[src/rtl/ssp_rx_shifter.sv]
// SSP serial receive front end: synchronises the serial clock, frame sync and data,
// deserialises TI-format 8-bit MSB-first frames and hands each byte to the receive FIFO.
module ssp_rx_shifter (
  input  logic       i_pclk,
  input  logic       i_clear_b,
  input  logic       i_sspclkin,
  input  logic       i_sspfssin,
  input  logic       i_ssprxd,
  input  logic       i_ssprxintr,
  output logic [7:0] o_rxdata,
  output logic       o_rcv,
  output logic       o_rxoverrun,
  output logic       o_rxbusy
);

  localparam logic [0:0] ST_IDLE  = 1'b0;
  localparam logic [0:0] ST_SHIFT = 1'b1;

  logic       r_clk_meta;
  logic       r_clk_sync;
  logic       r_clk_prev;
  logic       r_fss_meta;
  logic       r_fss_sync;
  logic       r_rxd_meta;
  logic       r_rxd_sync;
  logic [0:0] r_state;
  logic [2:0] r_cnt;
  logic [7:0] r_shift;
  logic [7:0] r_rxdata;
  logic       r_pending;
  logic       r_overrun;

  logic       w_fe;
  logic       w_done;
  logic       w_rcv;
  logic [7:0] w_byte;

  assign w_fe   = r_clk_prev & ~r_clk_sync;
  assign w_byte = {r_shift[6:0], r_rxd_sync};
  assign w_done = w_fe & (r_state == ST_SHIFT) & (r_cnt == 3'd0);
  assign w_rcv  = r_pending & ~i_ssprxintr;

  // Two-flop synchronisers; the extra clock flop gives the falling-edge detect.
  always_ff @(posedge i_pclk or negedge i_clear_b) begin
    if (!i_clear_b) begin
      r_clk_meta <= 1'b0;
      r_clk_sync <= 1'b0;
      r_clk_prev <= 1'b0;
      r_fss_meta <= 1'b0;
      r_fss_sync <= 1'b0;
      r_rxd_meta <= 1'b0;
      r_rxd_sync <= 1'b0;
    end else begin
      r_clk_meta <= i_sspclkin;
      r_clk_sync <= r_clk_meta;
      r_clk_prev <= r_clk_sync;
      r_fss_meta <= i_sspfssin;
      r_fss_sync <= r_fss_meta;
      r_rxd_meta <= i_ssprxd;
      r_rxd_sync <= r_rxd_meta;
    end
  end

  // Frame state machine and shift register, advanced only on serial falling edges.
  always_ff @(posedge i_pclk or negedge i_clear_b) begin
    if (!i_clear_b) begin
      r_state <= ST_IDLE;
      r_cnt   <= 3'd0;
      r_shift <= 8'h00;
    end else if (w_fe) begin
      case (r_state)
        ST_IDLE: begin
          if (r_fss_sync) begin
            r_state <= ST_SHIFT;
            r_cnt   <= 3'd7;
          end
        end
        ST_SHIFT: begin
          r_shift <= w_byte;
          if (r_cnt == 3'd0) begin
            // A frame sync on the last bit chains straight into the next frame.
            r_cnt   <= 3'd7;
            r_state <= r_fss_sync ? ST_SHIFT : ST_IDLE;
          end else begin
            r_cnt <= r_cnt - 3'd1;
          end
        end
        default: begin
          r_state <= ST_IDLE;
          r_cnt   <= 3'd0;
        end
      endcase
    end
  end

  // FIFO handoff: a completing byte takes priority over the strobe clearing pending.
  always_ff @(posedge i_pclk or negedge i_clear_b) begin
    if (!i_clear_b) begin
      r_rxdata  <= 8'h00;
      r_pending <= 1'b0;
      r_overrun <= 1'b0;
    end else if (w_done) begin
      if (!r_pending || w_rcv) begin
        r_rxdata  <= w_byte;
        r_pending <= 1'b1;
      end else begin
        r_overrun <= 1'b1;
      end
    end else if (w_rcv) begin
      r_pending <= 1'b0;
    end
  end

  assign o_rxdata    = r_rxdata;
  assign o_rcv       = w_rcv;
  assign o_rxoverrun = r_overrun;
  assign o_rxbusy    = (r_state == ST_SHIFT);

endmodule

[config.mk]
export PLATFORM = sky130hd
export DESIGN_NAME = ssp_rx_shifter
export DESIGN_NICKNAME = d
export VERILOG_FILES = /design/src/rtl/ssp_rx_shifter.sv
export SDC_FILE = /design/constraint.sdc
export NUM_CORES = 1
export LEC_CHECK = 0
export ABC_AREA = 0
export CORE_MARGIN = 5
export CORE_UTILIZATION = 45
export DETAILED_ROUTE_END_ITERATION = 10
export PLACE_DENSITY = 0.69
export SLEW_MARGIN = 25
export SYNTH_ARGS = -nofsm -noshare
export SYNTH_HDL_FRONTEND = slang
export SYNTH_SLANG_ARGS = --single-unit
[constraint.sdc]
create_clock -name i_pclk -period 2 [get_ports i_pclk]
set_input_delay 0.3 -clock i_pclk [delete_from_list [all_inputs] [get_ports i_pclk]]
set_output_delay 0.3 -clock i_pclk [all_outputs]
set_load 0.05 [all_outputs]
==> flow_summary_export.csv, run 1 <==
group,metric,value,unit
place,buffer_ports.inserted,16,
routing,antenna_left,0,
yosys,synth-seq-cells,28,
timing,total_of_endpoints_with_negative_setup_slack_in_the_final_report,0,
grt,track_usage,11.1,%
place,detailedPlace.worstSlack,0.425,ns
routing,drt_first_pass_iters,4,
routing,vias_per_cell,4.95,
clock_network,postCtsHoldBufs,0,
yosys,synth_fa_ha_area_share,2.39,%
yosys,yosys_warnings,0,
layout,antenna_cells_inserted,0,
clock_network,cts_buffer_depth,2,
pwr,powerDensity,1550,nW/um^2
worst_setup_path,path_cells,"clkdlybuf4s50_1",
timing,worst-slew-pin-transition,0.500,ns
layout,most-common-layout-cells,"dfrtp_1, mux2_2, clkdlybuf4s50_1",
layout,final_nets,95,
worst_setup_path,cpLargestDelayFamily,"buffers and inverters",
yosys,synth-xor-area-share,0,%
worst_setup_path,cp_slowest_cell,"clkdlybuf4s50_1",
pwr,p_leak,0.594,nW
run,timing.max_cap.violations,0,
worst_setup_path,reg2reg_setup_slack,0.51,ns
clock_network,post_cts_buffers,0,
clock_network,cts_buffers,3,
yosys,synth.mux.area_fraction,16.1,%
timing,clock_skew,0.0120,ns
place,place_congestion,0.659,
pwr,irDropWorstVdd,0.901,mV
clock_network,htree_levels,1,
place,placedCellCount,110,
layout,fin_cells,114,
place,detailed_placer_s_ending_hpwl,1200,microns
yosys,post_synth_simple_gate_area,6.93,%
grt,largest_net_degree_at_the_start_of_global_routing,29,
die,placement_rows,17,
timing,final_period_minus_worst_setup_slack,1.89,ns
yosys,syn-num-nets,74,
grt,wire_length_of_the_first_global_routing_pass,2790,microns
layout,area_delta_synth_final,24.0,%
layout,postLayoutCoreUtil,58.7,%
timing,period_share,94.5,%
die,floorplan.core_area,2210,sq um
timing,setup_repair_after_global_routing_missed_its_margin,"no",
worst_setup_path,worst-endpoint-arrival,1.59,ns
clock_network,postCtsResizedCells,0,
routing,routed-via-count,564,
worst_setup_path,setup.worst_path.class,"flip-flop to output pin",
yosys,synth_compound_area_share,5.62,%
die,fp.dieArea,3390,sq um
timing,timing.final.hold_violations,0,
clock_network,tritoncts,"built",
routing,route.detailed.wl_per_inst,13.9,microns
place,place_area,1250,sq um
timing,finalWorstSetupSlack,0.110,ns
yosys,yosysSeqAreaShare,66.9,%
worst_setup_path,slowest_delay,0.83,ns
worst_setup_path,timing.critical_path.from_type,"flip-flop",
die,initial_util,47.3,%
yosys,synth.cell_area,1050,sq um
grt,vias_in_the_first_global_route,637,
grt,antenna_found_initial,0,
yosys,syn_avg_cell_area,15.9,sq um
outcome,run_status,"finished, final reports clean",
layout,drive_gt1_share,29.1,%
yosys,largest_family_of_logic_cells_by_synthesized_area,"multiplexers",
timing,maxSlewViolCount,0,
routing,wl,1580,microns
die,ioPinCount,17,
clock_network,cts_root_buf,"clkbuf_4",
worst_setup_path,worst_ep_required_time,1.70,ns
clock_network,clock_insertion_delay_worst_skew,0.32,ns
yosys,synth.lib_cells_used.distinct,17,
clock_network,worst_setup_hold_path_clk_slew,0.14,ns
routing,detail_route.drc_violations,0,
yosys,synth_cells,66,
timing,fin_tns_setup,0,ns
layout,layout.cells.most_common,"dfrtp_1",
worst_setup_path,cp.buffers_inverters,1,
worst_hold_path,worst_min_path_class,"primary input to asynchronous set/reset pin",
worst_setup_path,critical_path_peak_fanout,5,
layout,max_ffs_per_register,8,
layout,finish.instance_area,1300,sq um
timing,max_freq,529,MHz
clock_network,cts_sinks,28,
grt,global_route_overflow,0,
timing,worst_slew_margin_rel,66.6,%
die,die_y,58.2,microns
die,floorplan.die.width,58.2,microns
worst_setup_path,endpoint_type_of_the_worst_setup_path,"output pin",
routing,drtIter0Drc,7,
==> through the flow <==
stage / hold WS, ns / power, mW
floorplan: 0.00441 / 1.42
global placement: 0.333 / 1.66
detailed placement: 0.337 / 1.68
CTS: 0.328 / 2.04
global route: 0.330 / 2.13
finish: 0.321 / 2.01
==> per-layer routing <==
metal | vias to the layer above | global-route usage (%) | wire length (microns)
met5 | - | 0 | 0
met4 | 0 | 4.97 | 23
met3 | 2 | 2.67 | 48
met2 | 9 | 19.2 | 799
met1 | 285 | 12.9 | 711
li1 | 268 | - | -
==> cell usage after synthesis <==
library cell,number,area share (%)
mux2_2,15,16
o21bai_1,1,0.72
a22o_1,1,0.84
clkbuf_8,1,1.3
a2bb2oi_1,3,2.5
o21a_1,1,0.72
inv_1,2,0.72
dfrtp_1,28,67
and3b_2,1,0.96
nor2_1,1,0.36
a31o_2,1,0.84
and2b_2,1,0.84
nor2b_1,2,1.2
nand2_1,4,1.4
nor3_1,1,0.48
ha_1,2,2.4
nand3_4,1,1.7
==> kinds of logic after synthesis <==
| family | count (synthesis) |
|---|---|
| simple gates | 11 |
| fa+ha+maj | 2 |
| compound gates | 7 |
| buf+inv | 3 |
| flops | 28 |
| mux | 15 |
==> layout make-up <==
class | count | area (sq um)
multi-input combinational | 35 | 325
inverter | 2 | 7.51
tap | 28 | 35.0
fill | 188 | 913
clock buffer | 3 | 22.5
sequential | 28 | 701
timing repair buffer | 17 | 178
clock inverter | 1 | 30.0
==> power by group <==
part / internal [mW] / switching, mW
Sequential: 0.750 / 0.113
Combinational: 0.340 / 0.452
Clock: 0.203 / 0.153
==> worst reg2reg max path, delay by kind of cell, from the launching register on <==
kind / cells / cell delay (ns)
multiplexers: 1 / 0.36
AND/OR/NAND/NOR: 2 / 0.38
flip-flops: 1 / 0.38
adder cells (fa/ha/maj): 1 / 0.20
buffers and inverters: 1 / 0.07
==> path summary, 6_finish.rpt <==
check	from	end	depth (start not counted)
max in group asynchronous	i_clear_b	r_shift[4]	2
min in group i_pclk	r_rxd_meta	r_rxd_sync	0
worst min register to register	r_rxd_meta	r_rxd_sync	0
worst max-delay path	o_rxbusy	o_rxbusy	1
worst min-delay path	i_clear_b	r_clk_meta	2
worst max register to register	r_cnt[0]	o_rxdata[5]	5
No activity file was read; power rests on OpenSTA's default activity.
==> inputs of run 2 (changes only) <==
Settings changed: ABC_AREA 0 to 1, PLACE_DENSITY 0.69 to 0.68, SLEW_MARGIN 25 to default, TNS_END_PERCENT from default to 30.
==> run 2 against run 1 <==
Compared with the run above:
- total power fell by 18%
- maximum frequency increased by 4.8%
- critical path depth did not move
- via count rose by 37%
- non-clock buffer count stayed put
- die area rose by 6.2%
- critical path type unchanged
- critical endpoint is now o_rxdata[0]
- largest power group unchanged
==> flow_summary_export.csv, run 2 <==
group,metric,value,unit
timing,total_of_endpoints_with_negative_setup_slack_in_the_final_report,0,
outcome,run_status,"finished, final reports clean",
routing,wl,1840,microns
worst_setup_path,worst-endpoint-arrival,1.50,ns
routing,detail_route.drc_violations,0,
yosys,post-synth-top-count-cell,"nand2_1",
worst_setup_path,timing.critical_path.from_type,"flip-flop",
worst_setup_path,r2r_end,"o_rxdata[7]",
worst_setup_path,worst_ep_required_time,1.70,ns
layout,area_delta_synth_final,20.1,%
clock_network,cts_root_buf,"clkbuf_4",
clock_network,postCtsResizedCells,0,
pwr,powerDensity,1220,nW/um^2
worst_setup_path,path_cells,"clkdlybuf4s50_1",
timing,maxSlewViolCount,0,
yosys,edff_count_synth,0,
clock_network,clock_insertion_delay_worst_skew,0.31,ns
yosys,share_of_synthesized_registers_carrying_an_async_set_or_reset,100,%
die,fp.dieArea,3600,sq um
grt,wire_length_of_the_first_global_routing_pass,3260,microns
worst_setup_path,critical_path_peak_fanout,2,
layout,max_ffs_per_register,8,
clock_network,tritoncts,"built",
worst_setup_path,endpoint_type_of_the_worst_setup_path,"output pin",
grt,use_met2,19.8,%
yosys,synth-seq-cells,28,
layout,antenna_cells_inserted,0,
pwr,p_leak,0.694,nW
yosys,largest_cells_by_area_after_synthesis,"dfrtp_1, nand2_1, nand3_1, inv_1, ha_1",
timing,period_share,90.2,%
die,ioPinCount,17,
worst_setup_path,cp_slowest_cell,"clkdlybuf4s50_1",
layout,drive_gt1_share,11.5,%
timing,fin_tns_setup,0,ns
yosys,yosysSeqAreaShare,62.2,%
layout,most-common-layout-cells,"nand2_1, dfrtp_1, nand3_1",
place,detailed_placer_s_ending_hpwl,1370,microns
yosys,synth_top_cell_area_share,62.2,%
routing,antenna_left,0,
clock_network,cts_buffer_depth,2,
run,timing.max_cap.violations,0,
yosys,syn_avg_cell_area,10.1,sq um
routing,vias_per_cell,4.83,
grt,grt_use_met1,15.6,%
grt,track_usage,12.0,%
layout,final_nets,139,
grt,vias_in_the_first_global_route,730,
die,placement_rows,18,
place,buffer_ports.inserted,16,
worst_setup_path,setup.worst_path.class,"flip-flop to output pin",
grt,global_route_overflow,0,
layout,finish.instance_area,1350,sq um
timing,final_period_minus_worst_setup_slack,1.80,ns
yosys,yosys_warnings,0,
routing,route.detailed.wl_per_inst,11.5,microns
grt,grt_most_used_layer,"met2",
timing,worst_slew_margin_rel,65.7,%
clock_network,post_cts_buffers,0,
routing,routed-via-count,773,
routing,drt_first_pass_iters,4,
yosys,syn-num-nets,119,
timing,worst-slew-pin-transition,0.513,ns
timing,clock_skew,0.00216,ns
die,die_y,60.0,microns
worst_setup_path,slowest_delay,0.81,ns
die,initial_util,46.3,%
die,floorplan.die.width,60.0,microns
worst_setup_path,cpLargestDelayFamily,"buffers and inverters",
yosys,synth.cell_area,1130,sq um
yosys,synth.lib_cells_used.distinct,17,
clock_network,cts_buffers,3,
clock_network,htree_levels,1,
pwr,irDropWorstVdd,0.980,mV
worst_setup_path,cp.buffers_inverters,1,
routing,drtIter0Drc,34,
timing,timing.final.hold_violations,0,
worst_setup_path,rr_worst_depth,5,
clock_network,cts_sinks,28,
clock_network,worst_setup_hold_path_clk_slew,0.14,ns
timing,setup_repair_after_global_routing_missed_its_margin,"no",
yosys,synth.top_cells.by_count,"nand2_1, dfrtp_1, nand3_1, inv_1, nor2_1",
yosys,synth_cells,111,
timing,max_freq,555,MHz
worst_setup_path,reg2reg_setup_slack,0.60,ns
place,place_area,1320,sq um
layout,layout.cells.most_common,"nand2_1",
worst_setup_path,worst_r2r_startpoint,"o_rxbusy",
grt,antenna_found_initial,0,
yosys,ys.flop_type,"dfrtp_1",
yosys,synth_largest_area_cell,"dfrtp_1",
die,floorplan.core_area,2430,sq um
grt,use_met3,2.59,%
clock_network,postCtsHoldBufs,0,
grt,largest_net_degree_at_the_start_of_global_routing,29,
place,place_congestion,0.790,
worst_hold_path,worst_min_path_class,"primary input to asynchronous set/reset pin",
## run 2: changes by cell type in the layout (fill, tap and decap cells not counted), sizes merged, moves of 3 or more
cell	before	now
a2bb2oi	3	0
inv	2	9
mux2	15	0
nand2	4	39
nand3	1	19
nor2	1	6
o21ai	0	3
## run 2: report_power, final
group | internal, mW | switching, mW | leakage (nW)
Sequential | 0.699 | 0.0829 | 0.343
Combinational | 0.204 | 0.406 | 0.331
Clock | 0.111 | 0.153 | 0.0210
## run 2: per-layer routing
metal  up-vias  share of wire, %  wire, microns
met4         0              0.87             16
li1        389                 -              -
met2        15                51            937
met3         2               5.9            108
met1       367                42            773
met5         -                 0              0
## run 2: cell families after synthesis
group	Yosys count	share of synthesized area (%)
and+or+nand+nor	65	28.3
DFF	28	62.2
AOI/OAI and AO/OA	5	2.22
adders and majority gates	2	2.22
buffers and inverters	11	5.00
## run 2: layout make-up
| class | count | area, sq um |
|---|---|---|
| Clock buffer | 4 | 36.3 |
| Fill cell | 223 | 1080 |
| Inverter | 9 | 33.8 |
| Multi-Input combinational cell | 72 | 369 |
| Sequential cell | 28 | 701 |
| Tap cell | 30 | 37.5 |
| Timing Repair Buffer | 17 | 175 |
## run 2: metrics by stage
stage	utilization [%]	worst slack, ns	hold slack [ns]	total power, mW	cells
6_report	55.6	0.197	0.334	1.66	160
5_1_grt	55.6	0.104	0.341	1.77	160
4_1_cts	55.6	0.176	0.340	1.68	160
3_5_place_dp	54.1	0.550	0.336	1.41	156
3_3_place_gp	54.1	0.565	0.333	1.39	156
2_1_floorplan	-	0.617	0.00441	1.21	111
## run 2: how the worst max path moves through the flow
stage                            from          end  slack (ns)  cells past startpoint
after floorplan              o_rxbusy  o_rxdata[0]        0.62                      6
after global placement    o_rxdata[0]  o_rxdata[0]        0.56                      1
after detailed placement  o_rxdata[0]  o_rxdata[0]        0.55                      1
after CTS                 o_rxdata[0]  o_rxdata[0]        0.18                      1
after global routing      o_rxdata[0]  o_rxdata[0]        0.10                      1
final                     o_rxdata[0]  o_rxdata[0]        0.20                      1
